`config.mk`:
```
export PLATFORM = sky130hd
export DESIGN_NAME = sfp_ctrl
export DESIGN_NICKNAME = d
export VERILOG_FILES = /design/src/rtl/sfp_ctrl_pkg.sv /design/src/rtl/sfp_addr_gen.sv /design/src/rtl/sfp_ctrl.sv
export SDC_FILE = /design/constraint.sdc
export NUM_CORES = 1
export LEC_CHECK = 0
export CAP_MARGIN = 20
export CORE_AREA = 2 2 79 81
export CTS_CLUSTER_DIAMETER = 40
export CTS_CLUSTER_SIZE = 12
export DETAILED_ROUTE_END_ITERATION = 10
export DIE_AREA = 0 0 81 83
export PLACE_DENSITY = 0.83
export SKIP_LAST_GASP = 1
export SYNTH_ARGS = -nofsm -noshare
export SYNTH_HDL_FRONTEND = slang
export SYNTH_SLANG_ARGS = --single-unit
export TNS_END_PERCENT = 20
```
`constraint.sdc`:
```
create_clock -name clk -period 7.5 [get_ports clk]
set_input_delay 0.75 -clock clk [delete_from_list [all_inputs] [get_ports clk]]
set_output_delay 0.75 -clock clk [all_outputs]
set_load 0.02 [all_outputs]
```
`src/rtl/sfp_ctrl_pkg.sv`:
```
// Shared types for the SFP tile sequencer.
// State encoding and activation-function codes.
package sfp_ctrl_pkg;

   typedef enum logic [2:0] {
      IDLE    = 3'd0,
      PASS_WR = 3'd1,
      ACC_RD  = 3'd2,
      ACC_WR  = 3'd3,
      ACT_RD  = 3'd4,
      ACT_WR  = 3'd5,
      DONE    = 3'd6
   } state_t;

   localparam logic [1:0] ACT_RELU  = 2'b00;
   localparam logic [1:0] ACT_LEAKY = 2'b01;

endpackage

```
`src/rtl/sfp_addr_gen.sv`:
```
// Row/pass counters and PSUM address for one output tile.
// Address is base+row modulo 2^ADDR_W.
module sfp_addr_gen #(
   parameter int ADDR_W = 11,
   parameter int ROW_W  = 11,
   parameter int PASS_W = 4
) (
   input  logic              clk,
   input  logic              reset,
   input  logic              load,
   input  logic              adv,
   input  logic [ADDR_W-1:0] base,
   input  logic [ROW_W-1:0]  num_rows,
   input  logic [PASS_W-1:0] eff_pass,
   output logic [ADDR_W-1:0] addr,
   output logic              row_last,
   output logic              pass_last
);

   logic [ROW_W-1:0]  row;
   logic [PASS_W-1:0] pass;

   assign row_last  = (row == num_rows - ROW_W'(1));
   assign pass_last = ({1'b0, pass} + (PASS_W+1)'(1)) == {1'b0, eff_pass};
   assign addr      = base + ADDR_W'(row);

   always_ff @(posedge clk) begin
      if (reset || load) begin
         row  <= '0;
         pass <= '0;
      end else if (adv) begin
         if (row_last) begin
            row  <= '0;
            pass <= pass + PASS_W'(1);
         end else begin
            row <= row + ROW_W'(1);
         end
      end
   end

endmodule

```
`src/rtl/sfp_ctrl.sv`:
```
// SFP tile sequencer: passthrough, accumulate and activation passes.
// Define SFP_LEAKY_EN to honour act_leaky; otherwise ReLU only.
module sfp_ctrl
   import sfp_ctrl_pkg::*;
#(
   parameter int ADDR_W = 11,
   parameter int ROW_W  = 11,
   parameter int PASS_W = 4
) (
   input  logic              clk,
   input  logic              reset,
   input  logic              start,
   input  logic [PASS_W-1:0] num_pass,
   input  logic [ROW_W-1:0]  num_rows,
   input  logic [ADDR_W-1:0] base_addr,
   input  logic              act_leaky,
   input  logic              ofifo_valid,
   output logic              ofifo_rd,
   output logic              sram_cen,
   output logic              sram_wen,
   output logic [ADDR_W-1:0] sram_addr,
   output logic              sfp_accum,
   output logic              sfp_passthrough,
   output logic [1:0]        sfp_actfunc,
   output logic              busy,
   output logic              done
);

   state_t            state, state_nx;
   logic [ROW_W-1:0]  cfg_rows;
   logic [ADDR_W-1:0] cfg_base;
   logic [PASS_W-1:0] cfg_pass;
   logic [ADDR_W-1:0] addr;
   logic [1:0]        act_code;
   logic              load, row_adv, row_last, pass_last;

   always_ff @(posedge clk) begin
      if (reset) begin
         state    <= IDLE;
         cfg_rows <= '0;
         cfg_base <= '0;
         cfg_pass <= '0;
      end else begin
         state <= state_nx;
         if (load) begin
            cfg_rows <= num_rows;
            cfg_base <= base_addr;
            cfg_pass <= (num_pass == '0) ? PASS_W'(1) : num_pass;
         end
      end
   end

`ifdef SFP_LEAKY_EN
   logic cfg_leaky;

   always_ff @(posedge clk) begin
      if (reset)
         cfg_leaky <= 1'b0;
      else if (load)
         cfg_leaky <= act_leaky;
   end

   assign act_code = cfg_leaky ? ACT_LEAKY : ACT_RELU;
`else
   logic unused_leaky;
   assign unused_leaky = act_leaky;
   assign act_code     = ACT_RELU;
`endif

   sfp_addr_gen #(
      .ADDR_W(ADDR_W),
      .ROW_W (ROW_W),
      .PASS_W(PASS_W)
   ) u_addr_gen (
      .clk      (clk),
      .reset    (reset),
      .load     (load),
      .adv      (row_adv),
      .base     (cfg_base),
      .num_rows (cfg_rows),
      .eff_pass (cfg_pass),
      .addr     (addr),
      .row_last (row_last),
      .pass_last(pass_last)
   );

   always_comb begin
      state_nx        = state;
      load            = 1'b0;
      row_adv         = 1'b0;
      ofifo_rd        = 1'b0;
      sram_cen        = 1'b1;
      sram_wen        = 1'b1;
      sram_addr       = '0;
      sfp_accum       = 1'b0;
      sfp_passthrough = 1'b0;
      sfp_actfunc     = ACT_RELU;
      busy            = 1'b0;
      done            = 1'b0;
      unique case (state)
         IDLE: begin
            if (start) begin
               load     = 1'b1;
               state_nx = PASS_WR;
            end
         end
         PASS_WR: begin
            busy      = 1'b1;
            sram_addr = addr;
            // An empty tile still spends one cycle here, with no SRAM access.
            if (cfg_rows == '0) begin
               state_nx = DONE;
            end else if (ofifo_valid) begin
               sfp_passthrough = 1'b1;
               sram_cen        = 1'b0;
               sram_wen        = 1'b0;
               ofifo_rd        = 1'b1;
               row_adv         = 1'b1;
               if (row_last)
                  state_nx = pass_last ? ACT_RD : ACC_RD;
            end
         end
         ACC_RD: begin
            busy      = 1'b1;
            sram_addr = addr;
            if (ofifo_valid) begin
               sram_cen = 1'b0;
               state_nx = ACC_WR;
            end
         end
         ACC_WR: begin
            busy      = 1'b1;
            sram_addr = addr;
            sfp_accum = 1'b1;
            sram_cen  = 1'b0;
            sram_wen  = 1'b0;
            ofifo_rd  = 1'b1;
            row_adv   = 1'b1;
            state_nx  = (row_last && pass_last) ? ACT_RD : ACC_RD;
         end
         ACT_RD: begin
            busy        = 1'b1;
            sram_addr   = addr;
            sfp_actfunc = act_code;
            sram_cen    = 1'b0;
            state_nx    = ACT_WR;
         end
         ACT_WR: begin
            busy        = 1'b1;
            sram_addr   = addr;
            sfp_actfunc = act_code;
            sram_cen    = 1'b0;
            sram_wen    = 1'b0;
            row_adv     = 1'b1;
            state_nx    = row_last ? DONE : ACT_RD;
         end
         DONE: begin
            done     = 1'b1;
            state_nx = IDLE;
         end
         default: state_nx = IDLE;
      endcase
      // Reset kills the SRAM port in the same cycle so no write lands.
      if (reset) begin
         ofifo_rd        = 1'b0;
         sram_cen        = 1'b1;
         sram_wen        = 1'b1;
         sram_addr       = '0;
         sfp_accum       = 1'b0;
         sfp_passthrough = 1'b0;
         sfp_actfunc     = ACT_RELU;
         busy            = 1'b0;
         done            = 1'b0;
      end
   end

endmodule

```
# [Word-level counts from Yosys, hierarchy flattened]
# Index checks and enable logic that the tools add are counted.
[word_totals] input_bits=31 elab_cells=67 out_inout_bits=20 register_bits=44
[classes] eq_ne=12 mux=34 reduce_logical=10 addsub=5
[ops] cell="11-bit 2-to-1 mux" n=3
[ops] cell="3-bit 2-to-1 mux" n=7
[ops] cell="3-bit case mux with 6 select lines" n=1
[ops] cell="1-bit 2-to-1 mux" n=17
[ops] cell="11-bit by 1-bit adder with 11-bit output, second input constant" n=1
[ops] cell="11-bit adder" n=1
[ops] cell="11-bit equality test" n=1
[ops] cell="11-bit zero test" n=1
[ops] cell="11-bit by 1-bit subtractor with 11-bit output, second input constant" n=1
[ops] cell="3-bit equality test, second input constant" n=3
[ops] cell="3-bit by 2-bit equality test with 1-bit output, second input constant" n=2
[ops] cell="3-bit != test, second input constant" n=2
[ops] cell="1-bit case mux with 2 select lines" n=3
[ops] cell="4-bit by 1-bit adder with 5-bit output, second input constant" n=1
[ops] cell="5-bit by 4-bit equality test with 1-bit output" n=1
[ops] cell="5-bit OR reduction" n=1
[ops] cell="4-bit by 1-bit adder with 4-bit output, second input constant" n=1
[ops] cell="4-bit zero test" n=1
[ops] cell="4-bit 2-to-1 mux" n=1
[ops] cell="2-bit != test, second input constant" n=2
[ops] cell="4-bit AND reduction" n=1
[ops] cell="3-bit by 1-bit equality test with 1-bit output, second input constant" n=1
[ops] cell="3-bit zero test" n=1
[ops] cell="1-bit case mux with 3 select lines" n=1
[ops] cell="other kinds (6)" n=6

# [Depth between registers and ports, before layout]
[logic_depth] ltp_word=7 depth_mapped=10 ltp_nobuf=9

# [Hierarchy]
# From an unflattened synthesis, not the netlist that was laid out.
[unflattened] cells_unflattened=390 area_unflattened_um2=3083.0
[modules_own_cells] mod="sfp_addr_gen" seq_area_each_um2=300.3 cells_each=207 area_each_um2=1652.8 n_inst=1
[modules_own_cells] mod="sfp_ctrl" seq_area_each_um2=580.6 cells_each=183 area_each_um2=1430.1 n_inst=1

# [Least setup slack after synthesis]
# No wires, ideal clock.
[synth_timing] path_kind="reg-to-output" from="reg u_addr_gen.row[0]" to="out sram_addr[10]" arrival_time_ps=2451 path_stages_with_launch=10 path_slack_ps=4299 required_time_ps=6750 path_buffers=0 path_cell_list="dfxtp_1 ha_1 fa_1 a21o_1 a21oi_1 nor2b_1 o21a_1 o41a_1 a31o_2 mux2i_1"
[synth_via] elab_chain_len=3
[synth_lines] item="start, declared" line_no="sfp_addr_gen.sv:20" rtl="logic [ROW_W-1:0] row;"
[synth_lines] item="start signal, assigned" line_no="sfp_addr_gen.sv:36" rtl="row <= row + ROW_W'(1);"
[synth_lines] item="11-bit adder" line_no="sfp_addr_gen.sv:25" rtl="assign addr = base + ADDR_W'(row);"
[synth_lines] item="11-bit 2-to-1 mux" line_no="sfp_ctrl.sv:100" rtl="unique case (state)"
[synth_lines] item="11-bit 2-to-1 mux" line_no="sfp_ctrl.sv:164" rtl="if (reset) begin"
[synth_lines] item="end, declared" line_no="sfp_ctrl.sv:21" rtl="output logic [ADDR_W-1:0] sram_addr,"
# Every way passes these cells.

# [Final worst setup path]
# Same ends and word-level chain as after synthesis.

==> reports/metrics.csv <==
stage;metric;value;unit
outcome;status;complete, no violations;
global_route;GRT overflow;0;
die;Die X;81;um
die;Core ar.;5820;um^2
drt;drt wl/cell;13.9;um
timing;Final period util;54.6;%
synthesis;post-synth top area cell;dfxtp_1;
cells_and_area;fraction of layout cells with a size suffix above 1;5.97;%
setup_path;CP Max Fanout;5;
die;die area;6720;um^2
synthesis;main area contributors after synthesis;dfxtp_1, nand2_1, ha_1;
clocking;# Post-CTS Setup Buffers;0;
synthesis;FFs w/ async S/R, synth;0;%
synthesis;Synth top area share;30.9;%
clocking;CTS tree;yes;
placed_design;Routability Congestion;0.848;
die;Rows;28;
clocking;Resize count post-CTS;0;
global_route;maximum number of pins on one net before global-route repair;40;
drt;drt initial violations;207;
clocking;CTS Hold Bufs;0;
die;Ports;51;
global_route;vias in the first global route;2435;
synthesis;syn avg cell area;7.87;um^2
timing;final hold violation count;0;
cells_and_area;P&R area growth vs syn;23.0;%
timing;maximum clock frequency;244;MHz
synthesis;Cell variety after synth;57;
drt;DR DRC count;0;
drt;M1 WL;2.88;mm
synthesis;sequential fraction of the synthesis area;30.9;%
clocking;clock buffer depth;2;
cells_and_area;diode count;0;
placed_design;hpwl dp;4.91;mm
synthesis;EDFF count, synth;0;
synthesis;Yosys warnings;0;
synthesis;Cell Area, Synth;2850;um^2
timing;post-route setup TNS;0;ns
clocking;CTS root buffer;clkbuf_8;
global_route;aggregate global-route resource usage;20.7;%
timing;relative slew slack;35.1;%
cells_and_area;Non-Filler Instances;477;
power;Leak;1.41;nW
placed_design;Buffers on Ports;47;
drt;first drt pass iteration count;5;
drt;routed wire length on met2;3.21;mm
clocking;CTS sink count;44;
power;Cell Pwr Density;223;nW/um^2
global_route;first-pass GRT wire length;11.2;mm
setup_path;critical path class;flip-flop to output pin;
timing;RSZ-0062 raised after global routing;false;
timing;final hold slack;0.467;ns
drt;average via count per standard cell;5.59;
setup_path;Startpoint Class;flip-flop;
synthesis;predominant post-synthesis flop cell;dfxtp_1;
clocking;clock slew at reported path FFs;0.09;ns
drt;Total Routed Length;6.64;mm
timing;clock skew;0.00422;ns
drt;Routed Antenna Nets;0;
drt;WL met3;356;um
clocking;H-tree levels;2;
synthesis;post-synthesis register bit count;44;
timing;count of final setup violators;0;
die;initial core utilization;49.0;%
power;Peak supply drop;135;uV
clocking;Clock Latency Late Sink;0.30;ns
placed_design;Cells after DPL;469;
setup_path;WP data required;6.75;ns
drt;via count;2668;
run;max_cap viols;0;
die;Die Ht;83;um
drt;Top Layer Used;met4;
placed_design;post-place instance area;3350;um^2
timing;Slew Viols, Final;0;
setup_path;Worst EP arrival;3.34;ns
cells_and_area;Design Area, Final;3500;um^2
setup_path;Worst setup EP type;output pin;
cells_and_area;Layout Nets;448;
synthesis;post-synthesis cell count;362;
timing;Tmin final;4.09;ns
clocking;TritonCTS Buffers;5;
timing;worst-margin pin slew;0.969;ns
min_path;worst hold path type;flip-flop to flip-flop;
global_route;initial antenna violation count;0;
## power breakdown
| part | switching, mW | internal, mW | total (mW) |
|---|---|---|---|
| clock | 0.0844 | 0.167 | 0.251 |
| combinational | 0.142 | 0.103 | 0.245 |
| sequential | 0.0288 | 0.255 | 0.284 |
## cell usage after synthesis, types with 6 or more instances
| master | count |
|---|---|
| a21o_1 | 7 |
| a21oi_1 | 31 |
| clkbuf_1 | 12 |
| dfxtp_1 | 44 |
| ha_1 | 15 |
| inv_1 | 8 |
| nand2_1 | 68 |
| nand3_1 | 10 |
| nor2_1 | 34 |
| nor3_1 | 12 |
| o21ai_0 | 6 |
| xnor2_1 | 16 |
| xor2_1 | 19 |
## cell type report
type / count / area (um^2)
inverter: 9 / 33.8
sequential: 44 / 881
tap: 75 / 93.8
clock buffer: 5 / 68.8
multi-input combinational: 292 / 1850
timing repair buffer: 49 / 485
clock inverter: 3 / 90.1
fill: 523 / 2310
## worst paths after layout
check | start | endpoint | slack, ns | cells past startpoint
max reg2reg | cfg_rows[0] | u_addr_gen.row[10] | 4.22 | 9
min | cfg_base[6] | cfg_base[6] | 0.47 | 2
min reg2reg | cfg_base[6] | cfg_base[6] | 0.47 | 2
max | u_addr_gen.row[0] | sram_addr[10] | 3.41 | 10
## cell usage in the layout (no fill, tap or decap), types with 5 or more instances in the layout
cell	count
o21ai_0	6
nand2_1	68
a21oi_1	31
clkdlybuf4s50_1	47
nand3_1	10
inv_1	8
a21o_1	7
nor3_1	12
xnor2_1	16
clkbuf_8	5
nor2_1	34
ha_1	15
dfxtp_1	44
xor2_1	19
## layer usage
layer / up-vias / global-route usage [%]
li1: 1340 / -
met1: 1232 / 26.8
met2: 80 / 33.9
met3: 16 / 3.80
met4: 0 / 7.70
met5: - / 0
## worst max-delay path, cell delays in order (launching register included)
cell and delay [ns]:
dfxtp_1 0.38, ha_1 0.23, fa_1 0.40, a21o_1 0.18
a21oi_1 0.18, nor2b_1 0.09, o21a_1 0.19, o41a_1 0.34
a31o_2 0.26, mux2i_1 0.16, clkdlybuf4s50_1 0.62
## sequential cells by signal, summed over array words and instances, names as in the netlist
| register | flops |
|---|---|
| u_addr_gen.row | 11 |
| cfg_rows | 11 |
| cfg_pass | 4 |
| u_addr_gen.pass | 4 |
| state | 3 |
| cfg_base | 11 |
## per-stage QoR
stage	power, mW	setup WS, ns	utilization, %
5_1_grt	0.821	3.22	60.3
6_report	0.780	3.41	60.3
4_1_cts	0.779	3.40	60.3
3_3_place_gp	0.524	3.72	57.5
2_1_floorplan	0.463	4.30	-
3_5_place_dp	0.532	3.73	57.5
## cells by family after synthesis
group,after synthesis,synth area share [%]
AO/OA/AOI/OAI,72,17.6
XOR/XNOR,35,10.8
adder cells (fa/ha/maj),16,7.29
buffers and inverters,27,4.26
flip-flops,44,30.9
multiplexers,5,1.80
other,1,0.132
AND/OR/NAND/NOR,162,27.3
Power figures use the tool's default switching activity.
